==> src/rtl/cnn_top.sv <==
// ---------------------------------------------------------------------------
// cnn_top: top level of the binary-image CNN classifier.
//
// Collects one 28x28 1-bit image (98 bytes, LSB of each byte = lowest pixel
// index) into a bit-wide input RAM, starts the classifier core, captures the
// predicted class and returns it as a single 8N1 UART byte on TX.
//
// Ports (top):
//   clk      in   1  system clock, all logic on the rising edge
//   RST_n    in   1  asynchronous active-low reset
//   RX       in   1  serial receive pin, reserved (ignored)
//   TX       out  1  UART transmit, 8N1, idle high
//   rx_data  in   8  received image byte, valid with rx_rdy
//   rx_rdy   in   1  byte strobe, one byte accepted per high clock in LOAD
//
// Sub-modules in this file:
//   cnn_input_ram  784x1 pixel store, byte-wide write, 1-clock registered read
//   cnn_core       reference classifier: scans all pixels, pred = ones mod 10
// ---------------------------------------------------------------------------

// Pixel RAM: one write port that stores a whole byte as 8 consecutive pixels,
// one read port with a single clock of latency. Contents are never reset.
module cnn_input_ram #(
    parameter int NUM_PIX = 784
) (
    input  logic       i_clk,
    input  logic       i_we,
    input  logic [6:0] i_wrByte,
    input  logic [7:0] i_wrData,
    input  logic [9:0] i_rdAddr,
    output logic       o_rdBit
);
    logic       ram [0:NUM_PIX-1];
    logic       r_rdBit;
    logic [9:0] w_base;

    assign w_base  = {i_wrByte, 3'b000};
    assign o_rdBit = r_rdBit;

    // Byte write fans out to 8 pixels; read data is registered.
    always_ff @(posedge i_clk) begin
        if (i_we) begin
            for (int k = 0; k < 8; k++) begin
                ram[w_base + 10'(k)] <= i_wrData[k];
            end
        end
        r_rdBit <= ram[i_rdAddr];
    end
endmodule

// Reference classifier core. On a start pulse it walks img_addr over every
// pixel, counts set pixels modulo 10 and pulses done for one clock with pred
// valid alongside it. The read data arrives one clock after the address, so
// r_pend/r_last track which cycles carry a valid pixel.
module cnn_core #(
    parameter int NUM_PIX = 784
) (
    input  logic       i_clk,
    input  logic       i_rstN,
    input  logic       i_start,
    input  logic       i_imgBit,
    output logic [9:0] o_imgAddr,
    output logic       o_done,
    output logic [3:0] o_pred
);
    localparam logic [9:0] LAST_ADDR = 10'(NUM_PIX - 1);

    logic       r_run;
    logic       r_pend;
    logic       r_last;
    logic       r_done;
    logic [9:0] r_addr;
    logic [3:0] r_cnt;

    assign o_imgAddr = r_addr;
    assign o_done    = r_done;
    assign o_pred    = r_cnt;

    // Address sweep plus a mod-10 ones counter fed by the delayed pixel.
    always_ff @(posedge i_clk or negedge i_rstN) begin
        if (!i_rstN) begin
            r_run  <= 1'b0;
            r_pend <= 1'b0;
            r_last <= 1'b0;
            r_done <= 1'b0;
            r_addr <= '0;
            r_cnt  <= '0;
        end else begin
            r_pend <= r_run;
            r_last <= r_run && (r_addr == LAST_ADDR);
            r_done <= r_last;
            if (i_start && !r_run && !r_pend) begin
                r_run  <= 1'b1;
                r_addr <= '0;
                r_cnt  <= '0;
            end else begin
                if (r_run) begin
                    if (r_addr == LAST_ADDR) begin
                        r_run  <= 1'b0;
                        r_addr <= '0;
                    end else begin
                        r_addr <= r_addr + 10'd1;
                    end
                end
                if (r_pend && i_imgBit) begin
                    r_cnt <= (r_cnt == 4'd9) ? 4'd0 : r_cnt + 4'd1;
                end
            end
        end
    end
endmodule

module cnn_top #(
    parameter int BAUD_DIV  = 434,
    parameter int NUM_BYTES = 98
) (
    input  logic       clk,
    input  logic       RST_n,
    input  logic       RX,
    output logic       TX,
    input  logic [7:0] rx_data,
    input  logic       rx_rdy
);
    localparam int          BW        = $clog2(BAUD_DIV);
    localparam logic [6:0]  LAST_BYTE = 7'(NUM_BYTES - 1);
    localparam logic [BW-1:0] BAUD_LAST = BW'(BAUD_DIV - 1);

    typedef enum logic [2:0] {LOAD, START, RUN, SEND, TXW} state_t;

    state_t          state;
    state_t          w_nextState;
    logic [6:0]      byte_cnt;
    logic            trmt;
    logic [7:0]      tx_data;
    logic            w_coreStart;
    logic            w_ramWe;
    logic            w_imgBit;
    logic            w_coreDone;
    logic [9:0]      w_imgAddr;
    logic [3:0]      w_pred;
    logic [9:0]      r_shift;
    logic [BW-1:0]   r_baudCnt;
    logic [3:0]      r_bitCnt;
    logic            r_txBusy;
    logic            w_txDone;
    logic            w_unusedRx;

    assign w_unusedRx = RX;

    cnn_input_ram #(.NUM_PIX(NUM_BYTES * 8)) input_ram (
        .i_clk    (clk),
        .i_we     (w_ramWe),
        .i_wrByte (byte_cnt),
        .i_wrData (rx_data),
        .i_rdAddr (w_imgAddr),
        .o_rdBit  (w_imgBit)
    );

    cnn_core #(.NUM_PIX(NUM_BYTES * 8)) core (
        .i_clk     (clk),
        .i_rstN    (RST_n),
        .i_start   (w_coreStart),
        .i_imgBit  (w_imgBit),
        .o_imgAddr (w_imgAddr),
        .o_done    (w_coreDone),
        .o_pred    (w_pred)
    );

    // State register.
    always_ff @(posedge clk or negedge RST_n) begin
        if (!RST_n) begin
            state <= LOAD;
        end else begin
            state <= w_nextState;
        end
    end

    // Next state and single-cycle strobes; rx_rdy only writes in LOAD.
    always_comb begin
        w_nextState = state;
        trmt        = 1'b0;
        w_coreStart = 1'b0;
        w_ramWe     = 1'b0;
        case (state)
            LOAD: begin
                w_ramWe = rx_rdy;
                if (rx_rdy && (byte_cnt == LAST_BYTE)) begin
                    w_nextState = START;
                end
            end
            START: begin
                w_coreStart = 1'b1;
                w_nextState = RUN;
            end
            RUN: begin
                if (w_coreDone) begin
                    w_nextState = SEND;
                end
            end
            SEND: begin
                trmt        = 1'b1;
                w_nextState = TXW;
            end
            TXW: begin
                if (w_txDone) begin
                    w_nextState = LOAD;
                end
            end
            default: w_nextState = LOAD;
        endcase
    end

    // Byte counter wraps to 0 after the last byte of an image.
    always_ff @(posedge clk or negedge RST_n) begin
        if (!RST_n) begin
            byte_cnt <= '0;
        end else if (w_ramWe) begin
            byte_cnt <= (byte_cnt == LAST_BYTE) ? 7'd0 : byte_cnt + 7'd1;
        end
    end

    // Result byte is captured only on done and held until the next one.
    always_ff @(posedge clk or negedge RST_n) begin
        if (!RST_n) begin
            tx_data <= '0;
        end else if ((state == RUN) && w_coreDone) begin
            tx_data <= {4'b0000, w_pred};
        end
    end

    // UART shifter: the frame {stop, data, start} shifts out LSB first with
    // ones filled in behind, so TX sits at 1 whenever the shifter is idle.
    always_ff @(posedge clk or negedge RST_n) begin
        if (!RST_n) begin
            r_shift   <= '1;
            r_baudCnt <= '0;
            r_bitCnt  <= '0;
            r_txBusy  <= 1'b0;
        end else if (trmt) begin
            r_shift   <= {1'b1, tx_data, 1'b0};
            r_baudCnt <= '0;
            r_bitCnt  <= '0;
            r_txBusy  <= 1'b1;
        end else if (r_txBusy) begin
            if (r_baudCnt == BAUD_LAST) begin
                r_baudCnt <= '0;
                r_shift   <= {1'b1, r_shift[9:1]};
                if (r_bitCnt == 4'd9) begin
                    r_txBusy <= 1'b0;
                    r_bitCnt <= '0;
                end else begin
                    r_bitCnt <= r_bitCnt + 4'd1;
                end
            end else begin
                r_baudCnt <= r_baudCnt + 1'b1;
            end
        end
    end

    assign w_txDone = r_txBusy && (r_baudCnt == BAUD_LAST) && (r_bitCnt == 4'd9);
    assign TX       = r_shift[0];
endmodule

==> config.mk <==
export PLATFORM = sky130hd
export DESIGN_NAME = cnn_top
export DESIGN_NICKNAME = d
export VERILOG_FILES = /design/src/rtl/cnn_top.sv
export SDC_FILE = /design/constraint.sdc
export NUM_CORES = 1
export LEC_CHECK = 0
export ABC_CLOCK_PERIOD_IN_PS = 3200
export CAP_MARGIN = 25
export CORE_MARGIN = 8
export CORE_UTILIZATION = 35
export DETAILED_ROUTE_END_ITERATION = 8
export GPL_TIMING_DRIVEN = 0
export SETUP_SLACK_MARGIN = 0.5
export SLEW_MARGIN = 5
export SYNTH_ARGS = -nofsm -noshare
export SYNTH_HDL_FRONTEND = slang
export SYNTH_SLANG_ARGS = --single-unit
==> constraint.sdc <==
create_clock -name clk -period 3.2 [get_ports clk]
set_clock_uncertainty 0.05 [all_clocks]
set_input_delay 0.96 -clock clk [delete_from_list [all_inputs] [get_ports clk]]
set_output_delay 0.96 -clock clk [all_outputs]
set_load 0.005 [all_outputs]
==> impl_metrics.ini, run 1 <==
[outcome]
run_status = finished with violations
violations = setup timing

[power_and_ir_drop]
power.density_mw_per_mm2 = 607.9
peakVddDrop_v = 0.0003388
power_leakage_nw = 12.18
report.power.total_mw = 24.18

[placement]
detailed_place_hpwl_mm = 52.98
gp_congestion = 0.8629
postPlaceCellArea_mm2 = 0.03555
pre_cts_slack_ps = -1671
numPortBuffers = 11
placed_cells_incl_taps = 3033

[sta]
achievable-frequency_mhz = 298.9
finalWorstPathRequiredPeriod_ps = 3345
worst_pin_slew_ps = 944.2
setup_viol_count_final = 1
final-hold-violation-count = 0
report.final.slew_viol_count = 0
fin_tns_setup_ps = -145.2
rsz_0062_raised_after_global_routing = yes
final_clock_period_utilization_by_the_worst_path = 1.045
setup_slack_ps = -145.2
slew-limit-headroom = 0.3657

[synth]
ys_seq_area_frac = 0.7483
ys_seq_elements = 840
synth_area_leader_cell = sky130_fd_sc_hd__edfxtp_1
yosys.area.top_type_share = 0.7061
synth.avg_cell_area_um2 = 19.18
synthTopCellsByArea = sky130_fd_sc_hd__edfxtp_1 (71%), sky130_fd_sc_hd__mux4_2 (12%), sky130_fd_sc_hd__dfrtp_1 (3.5%)
yosys_warnings = 0
synth_enable_flop_cells = 784
async_flop_share = 0.06548
postSynthNetCount = 1759
synth_cell_type_count = 65
synthesis.instances = 1738
post_synth_instance_area_mm2 = 0.03334
yosys_most_used_dff = sky130_fd_sc_hd__edfxtp_1

[floorplan]
number_of_rows_in_the_core_area = 113
die_height_um = 324.6
design.portCount = 13
design.core.area_mm2 = 0.09473
initial_core_util = 0.3520
design.die.area_mm2 = 0.1054
die_w_um = 324.6

[route]
drt_first_pass_iters = 8
drc = 0
vias = 17460
routed_wirelength_mm = 86.11
viasPerCell = 5.458
post_drt_wl_per_cell_um = 26.92
1st_iter_drt_viols = 1840
antenna_violating_nets_post_route = 0

[finish]
stdcell_area_mm2 = 0.03977
area_growth_syn_to_layout_pct = 19.28
drive_gt1_frac = 0.2983
antenna_cells = 0
final_net_count = 1888
stdcell_count = 3199

[setup_path]
arrival_worst_endpoint_ps = 3770
cp_num_cells = 10
worst_setup_path_startpoint = core.o_imgAddr[0]
cpMaxStageDelayCell = sky130_fd_sc_hd__mux4_2
endpoint = input_ram.o_rdBit
crit_path_cell_trace = buf_12 > buf_16 > buf_6 > mux4_2 > mux4_2 > mux2i_4 > o32a_1 > nand4_1 > a311oi_2 > o22ai_2
setup.worst_path.start_class = flip-flop
biggest_fanout_along_the_worst_timing_path = 10
crit_path_max_incr_delay_ps = 530
ff2ff_setup_slack_ps = -150
cp_num_buf_inv = 3
worst_path_most_repeated_cell = sky130_fd_sc_hd__mux4_2
critical-path-top-delay-family = multiplexers
worst_ep_required_time_ps = 3630
worstSetupPathType = reg -> reg
worst-r2r-cell-count = 10
reg2reg_from = core.o_imgAddr[0]
worst_r2r_endpoint = input_ram.o_rdBit
worst_setup_path_end_kind = flip-flop

[run]
drv_cap = 0

[clocking]
clock_tree_from_tritoncts = yes
clkSinkCount = 840
inserted_clock_buffers = 84
worst_setup_hold_path_clk_slew_ps = 60
cts_hold_buf = 0
cts_buffer_depth = 3
ctsRootBufferMaster = sky130_fd_sc_hd__clkbuf_16
cts_htree_levels = 3
worst_skew_pair_later_pin_latency_ps = 650

[global_route]
maximum_number_of_pins_on_one_net_before_global_route_repair = 78
grt_overflow = 0
grt_antenna_before_repair = 0
grt_first_pass_wirelength_mm = 126.5
grtUsageTotal = 0.1606
number_of_global_route_vias_before_repair = 18190

[hold_path]
hold_path_class = in -> async
[area by class of cell]
| class | count | area [µm²] |
|---|---|---|
| Timing Repair Buffer | 43 | 629.4 |
| Tap cell | 1265 | 1583 |
| Inverter | 16 | 62.56 |
| Fill cell | 8267 | 54960 |
| Buffer | 93 | 1039 |
| Sequential cell | 840 | 24950 |
| Multi-Input combinational cell | 789 | 8660 |
| Clock buffer | 97 | 2151 |
| Clock inverter | 56 | 691.9 |
[synthesized netlist by cell type, types with 10 or more instances]
cell type,count
sky130_fd_sc_hd__dfrtp_1,46
sky130_fd_sc_hd__nand2_1,93
sky130_fd_sc_hd__a21oi_1,27
sky130_fd_sc_hd__nor2b_1,10
sky130_fd_sc_hd__o31ai_1,10
sky130_fd_sc_hd__buf_4,15
sky130_fd_sc_hd__buf_2,10
sky130_fd_sc_hd__nor3_1,12
sky130_fd_sc_hd__mux4_2,184
sky130_fd_sc_hd__a221oi_1,21
sky130_fd_sc_hd__nand3_1,17
sky130_fd_sc_hd__mux2i_1,76
sky130_fd_sc_hd__clkbuf_1,52
sky130_fd_sc_hd__a22oi_1,19
sky130_fd_sc_hd__o21ai_0,32
sky130_fd_sc_hd__inv_1,14
sky130_fd_sc_hd__edfxtp_1,784
sky130_fd_sc_hd__nor2_1,144
[metrics by stage]
step | utilization | hold WS [ps]
after floorplan | - | 281.2
after global placement | 0.3713 | 293.5
after detailed placement | 0.3753 | 296.2
after CTS | 0.4179 | 222.5
after global routing | 0.4198 | 262.0
final | 0.4198 | 251.8
[layer usage]
layer	up-vias	track usage	part of all wire	wire, µm
met5	-	0	0	0
met4	0	0.05826	0.036	3107
met3	145	0.02783	0.069	5965
met2	691	0.2628	0.48	41430
met1	9269	0.2154	0.41	35610
li1	7356	-	-	-
[cell usage in the layout (no fill, tap or decap), types with 26 or more instances in the layout]
cell type / count
sky130_fd_sc_hd__dfrtp_1: 44
sky130_fd_sc_hd__mux4_2: 184
sky130_fd_sc_hd__mux2i_1: 71
sky130_fd_sc_hd__a21oi_1: 26
sky130_fd_sc_hd__clkbuf_16: 86
sky130_fd_sc_hd__clkbuf_1: 29
sky130_fd_sc_hd__nor2_4: 66
sky130_fd_sc_hd__nor2_1: 57
sky130_fd_sc_hd__edfxtp_1: 784
sky130_fd_sc_hd__nand2_1: 87
sky130_fd_sc_hd__o21ai_0: 30
[sequential cells by signal, summed over array words and instances, names as in the netlist]
register,flops
state,3
r_shift,9
core.r_run,1
core.o_imgAddr,10
core.r_pend,1
input_ram.o_rdBit,1
r_baudCnt,9
r_bitCnt,4
core.r_last,1
tx_data,4
core.o_done,1
input_ram.ram,784
core.o_pred,4
byte_cnt,7
r_txBusy,1
[worst min-delay path by stage]
| stage | endpoint | depth (start not counted) |
|---|---|---|
| after detailed placement | core.o_done | 0 |
| after floorplan | core.o_done | 0 |
| after global routing | r_baudCnt[3] | 1 |
| after global placement | core.o_done | 0 |
| after CTS | r_baudCnt[3] | 1 |
| final | r_baudCnt[3] | 1 |
[cell families (layout without fill, tap and decap cells)]
| kind of cell | count (synthesis) | in the layout | share of synthesized area |
|---|---|---|---|
| flip-flops | 840 | 840 | 0.7483 |
| AO/OA/AOI/OAI | 165 | 165 | 0.03411 |
| XOR/XNOR | 10 | 10 | 0.002627 |
| multiplexers | 268 | 268 | 0.1498 |
| adder cells (fa/ha/maj) | 9 | 9 | 0.003378 |
| buffers and inverters | 109 | 305 | 0.01625 |
| AND/OR/NAND/NOR | 337 | 337 | 0.04548 |
[where the power goes]
part / total [mW] / leakage (nW) / switching [mW] / internal, mW
logic: 1.65 / 3.01 / 1.22 / 0.430
clock network: 10.2 / 1.40 / 4.21 / 5.98
registers: 12.3 / 7.78 / 0.0750 / 12.3
[timing repair]
action / CTS / global route
buffers inserted: 11 / 1
gates resized for setup: 298 / 48
pin swaps: 8 / 17
endpoints found under the setup margin: 759 / 177
gates cloned: 1 / 0
Note: power is estimated with default switching activity, not from simulation.
==> run 2: changes to the inputs <==
--- a/config.mk
+++ b/config.mk
@@ -6,12 +6,14 @@
 export NUM_CORES = 1
 export LEC_CHECK = 0
 export ABC_CLOCK_PERIOD_IN_PS = 3200
-export CAP_MARGIN = 25
+export CAP_MARGIN = 20
 export CORE_MARGIN = 8
 export CORE_UTILIZATION = 35
 export DETAILED_ROUTE_END_ITERATION = 8
 export GPL_TIMING_DRIVEN = 0
+export HOLD_SLACK_MARGIN = 0.06
 export SETUP_SLACK_MARGIN = 0.5
+export SKIP_CTS_REPAIR_TIMING = 1
 export SLEW_MARGIN = 5
 export SYNTH_ARGS = -nofsm -noshare
 export SYNTH_HDL_FRONTEND = slang
==> impl_metrics.ini, run 2 (synthesis gave the netlist of run 1 again) <==
[placement]
gp_congestion = 0.8629
detailed_place_hpwl_mm = 53.08
numPortBuffers = 11
placed_cells_incl_taps = 3032

[clocking]
inserted_clock_buffers = 85
ctsRootBufferMaster = sky130_fd_sc_hd__clkbuf_16
worst_skew_pair_later_pin_latency_ps = 660
clkSinkCount = 840
cts_buffer_depth = 3
worst_setup_hold_path_clk_slew_ps = 60
cts_htree_levels = 3
clock_tree_from_tritoncts = yes

[finish]
mostFrequentLayoutCells = sky130_fd_sc_hd__edfxtp_1 (784), sky130_fd_sc_hd__mux4_2 (184), sky130_fd_sc_hd__nand2_1 (89), sky130_fd_sc_hd__clkbuf_16 (87), sky130_fd_sc_hd__mux2i_1 (72)
final_net_count = 1896
stdcell_count = 3211
drive_gt1_frac = 0.2946
area_growth_syn_to_layout_pct = 18.94
finalCoreUtilization = 0.4186
regMostFlops = input_ram.ram
largest_reg_flops = 784
mostFrequentLayoutCell = sky130_fd_sc_hd__edfxtp_1

[power_and_ir_drop]
power_leakage_nw = 12.15
power.density_mw_per_mm2 = 601.0
report.power.total_mw = 23.83
peakVddDrop_v = 0.0003509

[outcome]
run_status = finished with violations
violations = setup timing

[global_route]
number_of_global_route_vias_before_repair = 18280
grt_first_pass_wirelength_mm = 126.1
grt_overflow = 0
maximum_number_of_pins_on_one_net_before_global_route_repair = 78
grt_antenna_before_repair = 2
grtUsageTotal = 0.1603

[floorplan]
design.die.area_mm2 = 0.1054
design.portCount = 13
number_of_rows_in_the_core_area = 113
design.core.area_mm2 = 0.09473
die_w_um = 324.6
die_height_um = 324.6
initial_core_util = 0.3520

[sta]
rsz_0062_raised_after_global_routing = yes
report.final.slew_viol_count = 0
slew-limit-headroom = 0.3929
setup_viol_count_final = 1
achievable-frequency_mhz = 296.1
final_clock_period_utilization_by_the_worst_path = 1.055
finalWorstPathRequiredPeriod_ps = 3377
final-hold-violation-count = 0
worst_pin_slew_ps = 903.7
setup_slack_ps = -177.3

[setup_path]
arrival_worst_endpoint_ps = 3800
setup.worst_path.start_class = flip-flop
worstSetupPathType = reg -> reg
worst_setup_path_end_kind = flip-flop
biggest_fanout_along_the_worst_timing_path = 6
worst_ep_required_time_ps = 3620

[hold_path]
hold_path_class = in -> async

[route]
routed_wirelength_mm = 86.30
post_drt_wl_per_cell_um = 26.88
viasPerCell = 5.424
1st_iter_drt_viols = 1884
vias = 17420
drc = 0
drt_first_pass_iters = 6
antenna_violating_nets_post_route = 0

[run]
drv_cap = 0
## run 2: cell types whose count changed in the layout (fill, tap and decap cells not counted), sizes merged
| cell | previous run | this run |
|---|---|---|
| dlymetal6s2s | 0 | 1 |
| dlygate4sd2 | 1 | 0 |
| diode | 0 | 1 |
| inv | 19 | 20 |
| clkinvlp | 0 | 2 |
| bufinv | 14 | 8 |
| buf | 87 | 97 |
| clkbuf | 144 | 148 |
## run 2: where the power goes
| group | internal, mW | switching, mW |
|---|---|---|
| registers | 12.3 | 0.0764 |
| clock network | 5.62 | 4.24 |
| logic | 0.425 | 1.22 |
| total | 18.3 | 5.53 |
## run 2: metrics by stage
step | hold WS, ps | instance area [µm²] | setup WS (ps) | setup TNS, ps
2_1_floorplan | 281.2 | 33480 | 377.2 | 0
3_3_place_gp | 293.5 | 35180 | -2979 | -3178460
3_5_place_dp | 296.2 | 35540 | -1667 | -788110
4_1_cts | 234.4 | 38310 | -1569 | -301310
5_1_grt | 259.9 | 39650 | -248.2 | -248.2
6_report | 256.8 | 39660 | -177.3 | -177.3
## run 2: final timing paths
| check | start | end | slack (ps) | cells past startpoint |
|---|---|---|---|---|
| max | core.o_imgAddr[0] | input_ram.o_rdBit | -180 | 9 |
| min | RST_n | r_baudCnt[3] | 260 | 1 |
| max reg2reg | core.o_imgAddr[0] | input_ram.o_rdBit | -180 | 9 |
| min reg2reg | core.r_last | core.o_done | 310 | 0 |
| max in group asynchronous | RST_n | r_shift[3] | 2180 | 2 |
| min in group clk | core.r_last | core.o_done | 310 | 0 |
## run 2: cell type report
type                       count  area (µm²)
timing repair buffer          50       689.4
tap                         1265        1583
antenna                        1       2.502
sequential                   840       24950
clock inverter                53       559.3
buffer                        93       977.2
multi-input combinational    789        8621
inverter                      16       63.81
clock buffer                 104        2208
fill                        8258       55070
## run 2: metal layers
layer  up-vias  GRT usage  wire (µm)
li1       7379          -          -
met1      9191     0.2127      35430
met2       681     0.2643      41860
met3       162    0.02886       5956
met4         2    0.05788       3037
met5         -          0         13
## run 2: critical path: stages (launching register included)
cell	delay, ps
sky130_fd_sc_hd__dfrtp_2	460
sky130_fd_sc_hd__buf_12	160
sky130_fd_sc_hd__buf_16	150
sky130_fd_sc_hd__mux4_2	510
sky130_fd_sc_hd__mux4_2	480
sky130_fd_sc_hd__mux2_4	310
sky130_fd_sc_hd__a211o_1	340
sky130_fd_sc_hd__and3_4	210
sky130_fd_sc_hd__o41ai_4	350
sky130_fd_sc_hd__o22ai_2	160
